$ cat src/rtl/sram_mem_controller.sv
// sram_mem_controller
//   Bridges a 32-bit MEM-stage load/store onto a 16-bit asynchronous SRAM.
//   Each access is split into two half-word phases (LOW then HIGH), each
//   lasting WAIT_CYCLES clocks. The pipeline is frozen through ready while
//   an access is in flight.
//
//   Handshake: a request (MEM_R_EN or MEM_W_EN) is taken only in IDLE. While
//   it is in flight ready is low. ready returns high for exactly one cycle
//   (DONE), in which the access is complete and MEM_result holds load data.
//   Dropping a request mid-access does not abort it; a request present in
//   DONE is ignored and is taken in the following IDLE cycle.
//
// Ports
//   clk, rst_n          clock, asynchronous active-low reset
//   MEM_R_EN, MEM_W_EN  load / store request (read wins when both are high)
//   address, ST_val     byte address and store data
//   ready               pipeline may advance
//   MEM_result          load data, held until the next load capture
//   SRAM_ADDR           half-word address to the SRAM
//   SRAM_DQ_I/O/OE      SRAM data in, data out, output-drive enable
//   SRAM_WE_N/OE_N      SRAM write strobe and output enable (active-low)
//   fsm_state           debug view of the FSM: 0 IDLE, 1 LOW, 2 HIGH, 3 DONE
module sram_mem_controller #(
  parameter int          WAIT_CYCLES = 5,
  parameter logic [31:0] BASE_ADDR   = 32'd1024
) (
  input  logic        clk,
  input  logic        rst_n,
  input  logic        MEM_R_EN,
  input  logic        MEM_W_EN,
  input  logic [31:0] address,
  input  logic [31:0] ST_val,
  output logic        ready,
  output logic [31:0] MEM_result,
  output logic [17:0] SRAM_ADDR,
  input  logic [15:0] SRAM_DQ_I,
  output logic [15:0] SRAM_DQ_O,
  output logic        SRAM_DQ_OE,
  output logic        SRAM_WE_N,
  output logic        SRAM_OE_N,
  output logic [1:0]  fsm_state
);

  typedef enum logic [1:0] {
    IDLE = 2'd0,
    LOW  = 2'd1,
    HIGH = 2'd2,
    DONE = 2'd3
  } state_t;

  state_t      state, next_state;
  logic [3:0]  cnt;
  logic        is_read_q;
  logic [31:0] st_q;
  logic [16:0] index_q;
  logic [17:0] addr_q;
  logic        req;
  logic        terminal;
  logic [16:0] index_next;

  assign req        = MEM_R_EN | MEM_W_EN;
  assign terminal   = (cnt == 4'(WAIT_CYCLES - 1));
  // Word index; the low two byte-address bits drop out with the shift.
  assign index_next = 17'((address - BASE_ADDR) >> 2);
  assign fsm_state  = state;

  always_ff @(posedge clk or negedge rst_n) begin
    if (!rst_n) begin
      state      <= IDLE;
      cnt        <= 4'd0;
      is_read_q  <= 1'b0;
      st_q       <= 32'd0;
      index_q    <= 17'd0;
      addr_q     <= 18'd0;
      MEM_result <= 32'd0;
    end else begin
      state  <= next_state;
      // Remembers the last driven address so it holds outside LOW/HIGH.
      addr_q <= SRAM_ADDR;
      if (state == IDLE && req) begin
        is_read_q <= MEM_R_EN;
        st_q      <= ST_val;
        index_q   <= index_next;
      end
      if (state == LOW || state == HIGH) begin
        cnt <= terminal ? 4'd0 : cnt + 4'd1;
      end else begin
        cnt <= 4'd0;
      end
      // Read data is sampled at the end of the final wait cycle of a half.
      if (is_read_q && terminal) begin
        if (state == LOW)  MEM_result[15:0]  <= SRAM_DQ_I;
        if (state == HIGH) MEM_result[31:16] <= SRAM_DQ_I;
      end
    end
  end

  always_comb begin
    next_state = state;
    ready      = 1'b0;
    SRAM_ADDR  = addr_q;
    SRAM_DQ_O  = 16'd0;
    SRAM_DQ_OE = 1'b0;
    SRAM_WE_N  = 1'b1;
    SRAM_OE_N  = 1'b1;
    case (state)
      IDLE: begin
        ready = ~req;
        if (req) next_state = LOW;
      end
      LOW: begin
        SRAM_ADDR = {index_q, 1'b0};
        if (is_read_q) begin
          SRAM_OE_N = 1'b0;
        end else begin
          SRAM_DQ_OE = 1'b1;
          SRAM_DQ_O  = st_q[15:0];
          // Strobe released on the last cycle so data is held past WE rise.
          SRAM_WE_N  = terminal;
        end
        if (terminal) next_state = HIGH;
      end
      HIGH: begin
        SRAM_ADDR = {index_q, 1'b1};
        if (is_read_q) begin
          SRAM_OE_N = 1'b0;
        end else begin
          SRAM_DQ_OE = 1'b1;
          SRAM_DQ_O  = st_q[31:16];
          SRAM_WE_N  = terminal;
        end
        if (terminal) next_state = DONE;
      end
      DONE: begin
        ready      = 1'b1;
        next_state = IDLE;
      end
      default: next_state = IDLE;
    endcase
  end

endmodule

$ cat config.mk
export PLATFORM = sky130hd
export DESIGN_NAME = sram_mem_controller
export DESIGN_NICKNAME = d
export VERILOG_FILES = /design/src/rtl/sram_mem_controller.sv
export SDC_FILE = /design/constraint.sdc
export NUM_CORES = 1
export LEC_CHECK = 0
export CORE_MARGIN = 2
export CORE_UTILIZATION = 49
export CTS_BUF_LIST = sky130_fd_sc_hd__clkbuf_16
export DETAILED_ROUTE_END_ITERATION = 8
export GPL_TIMING_DRIVEN = 0
export PLACE_DENSITY = 0.86
export SLEW_MARGIN = 20
export SYNTH_ARGS = -nofsm -noshare
export SYNTH_HDL_FRONTEND = slang
export SYNTH_SLANG_ARGS = --single-unit
export TNS_END_PERCENT = 100
$ cat constraint.sdc
create_clock -name clk -period 4.3 [get_ports clk]
set_input_delay 0.43 -clock clk [delete_from_list [all_inputs] [get_ports clk]]
set_output_delay 0.43 -clock clk [all_outputs]
set_load 0.02 [all_outputs]
== Word-level counts from Yosys, hierarchy flattened ==
Index checks and enable logic that the tools add are counted.

* Bits in registers: 106
* Input port bits: 84
* Output and inout port bits: 72
* Word-level logic and storage cells: 43

* Add/subtract/negate cells: 2
* Eq/ne operators: 7
* Multiplexer cells: 16
* Bitwise logic cells: 2
* Reductions and logical operators: 8

{| class="wikitable"
|+ Operators by type and width
! kind !! count
|-
| $pmux 18 s2 || 1
|-
| $mux 16 || 2
|-
| $pmux 16 s2 || 1
|-
| $sub 19x11->19 const B || 1
|-
| $mux 4 || 2
|-
| $pmux 2 s4 || 1
|-
| $mux 2 || 3
|-
| $ne 2x2->1 const B || 3
|-
| $mux 1 || 5
|-
| $add 4x1->4 const B || 1
|-
| $eq 2x2->1 const B || 2
|-
| $eq 4x3->1 const B || 1
|-
| $reduce_and 2->1 || 2
|-
| $reduce_and 3->1 || 1
|-
| $eq 2x1->1 const B || 1
|-
| $logic_and 1x1->1 || 2
|-
| $logic_not 2->1 || 1
|-
| $pmux 1 s2 || 1
|-
| $reduce_or 2->1 || 1
|-
| $logic_or 1x1->1 || 1
|-
| $not 1->1 || 1
|-
| $or 1x1->1 || 1
|}

== Depth between registers and ports, before layout ==
* Depth in word-level cells: 3
* Mapped depth: 8

== Worst setup path before layout ==
OpenSTA, ideal clock, no wires.

* Path type: register to output
* Start point: reg state[0], in the netlist fsm_state[0]
* End point: out SRAM_ADDR[11]
* Data arrival time: 1.948 ns
* Slack: 1.922 ns
* Stages on the path, launching flop included: 8
* Buffers on the path: 2
* Cell sequence: dfrtp_1 inv_1 ha_1 o21a_1 clkbuf_1 clkbuf_1 nand2_1 o21ai_0

* Longest elaborated chain between the ends: 2
* Elaborated cells on any way between the ends: 3

{| class="wikitable"
|+ RTL lines
! item !! RTL line !! source
|-
| start, declared || 51 || <nowiki>state_t state, next_state;</nowiki>
|-
| start signal, assigned || 77 || <nowiki>state <= next_state;</nowiki>
|-
| $eq 2x2->1 / $eq 2x1->1 (equally long branches) || 106 || <nowiki>case (state)</nowiki>
|-
| $pmux 18 s2 (*) || 106 ||
|-
| end, declared || 35 || <nowiki>output logic [17:0] SRAM_ADDR,</nowiki>
|}

Mark *: on every way between the ends. The rest lies on a longest branch, timed or not.

== Worst setup path in the final report ==
* Start point: reg state[1], in the netlist fsm_state[1]
* End point: out SRAM_ADDR[14]

Same word-level chain as after synthesis.

==> metrics.md <==
| Metric | Value |
|---|---|
| Final wirelength | `10800 um` |
| Ys async rst share | `1.00` |
| Post-CTS setup buffers | `0` |
| Layout cell share with drive strength beyond 1 | `0.0983` |
| Critical path's slowest cell | `clkdlybuf4s50_1` |
| Required @ worst endpoint | `3.87 ns` |
| Starting density of the core | `0.510` |
| Detailed Place HPWL | `8120 um` |
| Combinational power share | `0.504` |
| Wire per inst | `15.2 um` |
| Root buf cell | `clkbuf_16` |
| Die Y | `99.5 um` |
| Power Total | `0.00502 W` |
| I/O pin cnt | `156` |
| EDFF count, synth | `0` |
| Seq pwr share | `0.342` |
| Mean Syn Cell Area | `10.1 sq um` |
| Worst skew pair latency | `0.34 ns` |
| CTS hold repair buffers | `0` |
| First-pass GRT wire length | `17800 um` |
| Inserted Diodes | `0` |
| Core box area | `8760 sq um` |
| Placed cell area | `6040 sq um` |
| Area share of the largest cell type after synthesis | `0.593` |
| Resized cells post-CTS | `0` |
| Final Skew | `0.0102 ns` |
| Vias | `3619` |
| Die Wd | `99.5 um` |
| Crit path kind | `flop to output port` |
| Crit path time final | `3.56 ns` |
| Setup crit end kind | `output port` |
| RSZ-0062 raised after global routing | `false` |
| Die footprint | `9900 sq um` |
| Pin count of the biggest net entering global routing | `60` |
| Relative slew slack | `0.634` |
| Net Sw Power | `0.00203 W` |
| Worst VDD drop | `0.360 mV` |
| # nets final | `687` |
| Int Pwr | `0.00299 W` |
| Fmax | `281 MHz` |
| CP Launch Type | `flop` |
| Leakage power | `2.85 nW` |
| Syn_nets | `535` |
| Final Hold Fails | `0` |
| Max incr delay on CP | `0.66 ns` |
| Status | `complete, no violations` |
| FF-to-FF End | `addr_q[14]` |
| Hold WC Path Type | `input port to async pin` |
| Setup violators final | `0` |
| Most numerous cell on the critical path | `clkbuf_1` |
| Kind of cell with the highest combined delay on the critical path | `buffers and inverters` |
| DRT Pass-1 Iters | `5` |
| RR Startpoint | `fsm_state[1]` |
| Synthesized flop and latch total | `106` |
| Max-Cap Viols | `0` |
| Num rows | `34` |
| Final RePlAce weighted congestion | `0.826` |
| CTS tree | `yes` |
| Ys flop type | `dfrtp_1` |
| Reg2Reg Setup Slack | `2.06 ns` |
| Cells after Synth | `443` |
| Area contributors post-synth | `dfrtp_1 59%, nand2_1 12%, mux2_2 8.6%` |
| Vias in the first global route | `3787` |
| Clock power frac | `0.154` |
| Switching share of power | `0.404` |
| Fin crit share | `0.828` |
| Initial antenna violation count | `0` |
| Final Cell Area | `6320 sq um` |
| Port Buffer Count | `140` |
| Via-per-instance ratio | `5.11` |
| Global route overflow | `0` |
| Total track usage | `0.227` |
| Routed Antenna Nets | `0` |
| Synthesis warning total | `0` |
| Buf+Inv Stages, Crit Path | `4` |
| P&R area growth vs syn | `41.4%` |
| Worst-Margin Slew | `0.549 ns` |
| Worst Reg2Reg Path Length in Cells | `7` |
| Unique cell type count in the Yosys netlist | `32` |
| Power Density | `794 nW/um^2` |
| Fill count | `647` |
| CTS Buf Count | `9` |
| H-tree Lvls | `3` |
| Initial DRC Count | `95` |
| Yosys top cell by area | `dfrtp_1` |
| CP Max Fanout | `10` |
| Clk sinks | `106` |
| Final slew viol count | `0` |
| Bufs on Longest Clock Path | `2` |
| DR DRC count | `0` |
| Synth Cell Area | `4470 sq um` |
| Reg clk slew, reported paths | `0.07 ns` |
| Critical Path, Cell by Cell | `inv_1 > ha_1 > o21a_1 > clkbuf_1 > clkbuf_1 > nand2_1 > o21ai_0 > clkdlybuf4s50_1` |
| Critical path arrival | `3.13 ns` |
| Seq/Total Area, Yosys | `0.593` |
[synthesized netlist by cell type, types with 2 or more instances]
cell and count:
nand2_1 147, dfrtp_1 106, mux2_2 34, nor2_1 26, inv_1 24, o21ai_0 23, a22oi_1 16, clkbuf_1 16
ha_1 8, a31oi_1 5, buf_2 4, buf_1 3, o31ai_1 3, or3_1 3, xnor2_1 3, nand4_2 2
nor2b_1 2, nor3b_1 2, o21a_1 2, or4_1 2
[flip-flops by register name, indices dropped and copies added (netlist names)]
signal and flops:
MEM_result 32, fsm_state 2, addr_q 18, st_q 32
is_read_q 1, cnt 4, index_q 17
[placed cells by master, fill, tap and decap left out, types with 4 or more instances in the layout]
master,Yosys,layout
ha_1,8,8
inv_1,24,24
buf_2,4,4
clkbuf_16,0,9
clkbuf_1,16,16
nand2_1,147,147
clkdlybuf4s50_1,0,139
a22oi_1,16,16
nor2_1,26,26
o21ai_0,23,23
a31oi_1,5,5
mux2_2,34,34
dfrtp_1,106,106
[metrics by stage]
| stage | TNS, ns | instances | hold slack (ns) | setup slack, ns | util |
|---|---|---|---|---|---|
| final | 0 | 708 | 0.0147 | 0.740 | 0.721 |
| after global routing | 0 | 708 | 0.0429 | 0.512 | 0.721 |
| after CTS | 0 | 708 | 0.0305 | 0.717 | 0.721 |
| after detailed placement | 0 | 692 | 0.392 | 1.10 | 0.689 |
| after global placement | -102.65 | 691 | 0.459 | -0.973 | 0.685 |
| after floorplan | 0 | 443 | 0.134 | 1.92 | - |
[logic make-up after synthesis]
kind of cell	Yosys count	share of synthesized area
AND/OR/NAND/NOR	191	0.176
flip-flops	106	0.593
AO/OA/AOI/OAI	53	0.0739
buffers and inverters	47	0.0406
multiplexers	35	0.0879
adder cells (fa/ha/maj)	8	0.0224
XOR/XNOR	3	0.00588
[metal layers]
metal	routed length, um	vias to the layer above	GRT usage
met2	5310	126	0.374
li1	-	1742	-
met1	4700	1737	0.313
met4	174	0	0.0822
met3	590	14	0.0260
met5	0	-	0
[power groups by stage]
stage / Clock, W / Combinational, W / Sequential (W)
final: 0.000774 / 0.00253 / 0.00171
after global routing: 0.000824 / 0.00277 / 0.00177
after CTS: 0.000791 / 0.00256 / 0.00171
after detailed placement: 0 / 0.00255 / 0.00173
after global placement: 0 / 0.00248 / 0.00170
after floorplan: 0 / 0.00124 / 0.00187
[area by class of cell]
| class | instances | area (sq um) | share of cell area |
|---|---|---|---|
| flip-flops and latches | 106 | 2650 | 0.420 |
| inverters | 24 | 90.1 | 0.0143 |
| repair buffers | 141 | 1430 | 0.226 |
| clock inverters | 7 | 60.1 | 0.00950 |
| well taps | 108 | 135 | 0.0214 |
| clock buffers | 9 | 225 | 0.0356 |
| multi-input cells | 290 | 1640 | 0.259 |
| plain buffers | 23 | 91.3 | 0.0144 |
[worst reg2reg max path: stages, from the launching register on]
cell and delay (ns):
dfrtp_1 0.44, inv_1 0.11, ha_1 0.45, o21a_1 0.16, clkbuf_1 0.30, clkbuf_1 0.44, nand2_1 0.10, o21ai_0 0.14
[how the worst max path moves through the flow]
stage | startpoint | to | slack, ns | depth (start not counted)
global placement | rst_n | st_q[4] | -0.97 | 1
detailed placement | fsm_state[1] | SRAM_ADDR[14] | 1.10 | 8
floorplan | fsm_state[0] | SRAM_ADDR[11] | 1.92 | 7
CTS | fsm_state[1] | SRAM_ADDR[14] | 0.72 | 8
global route | fsm_state[1] | SRAM_ADDR[14] | 0.51 | 8
finish | fsm_state[1] | SRAM_ADDR[14] | 0.74 | 8
Power figures use the tool's default switching activity.
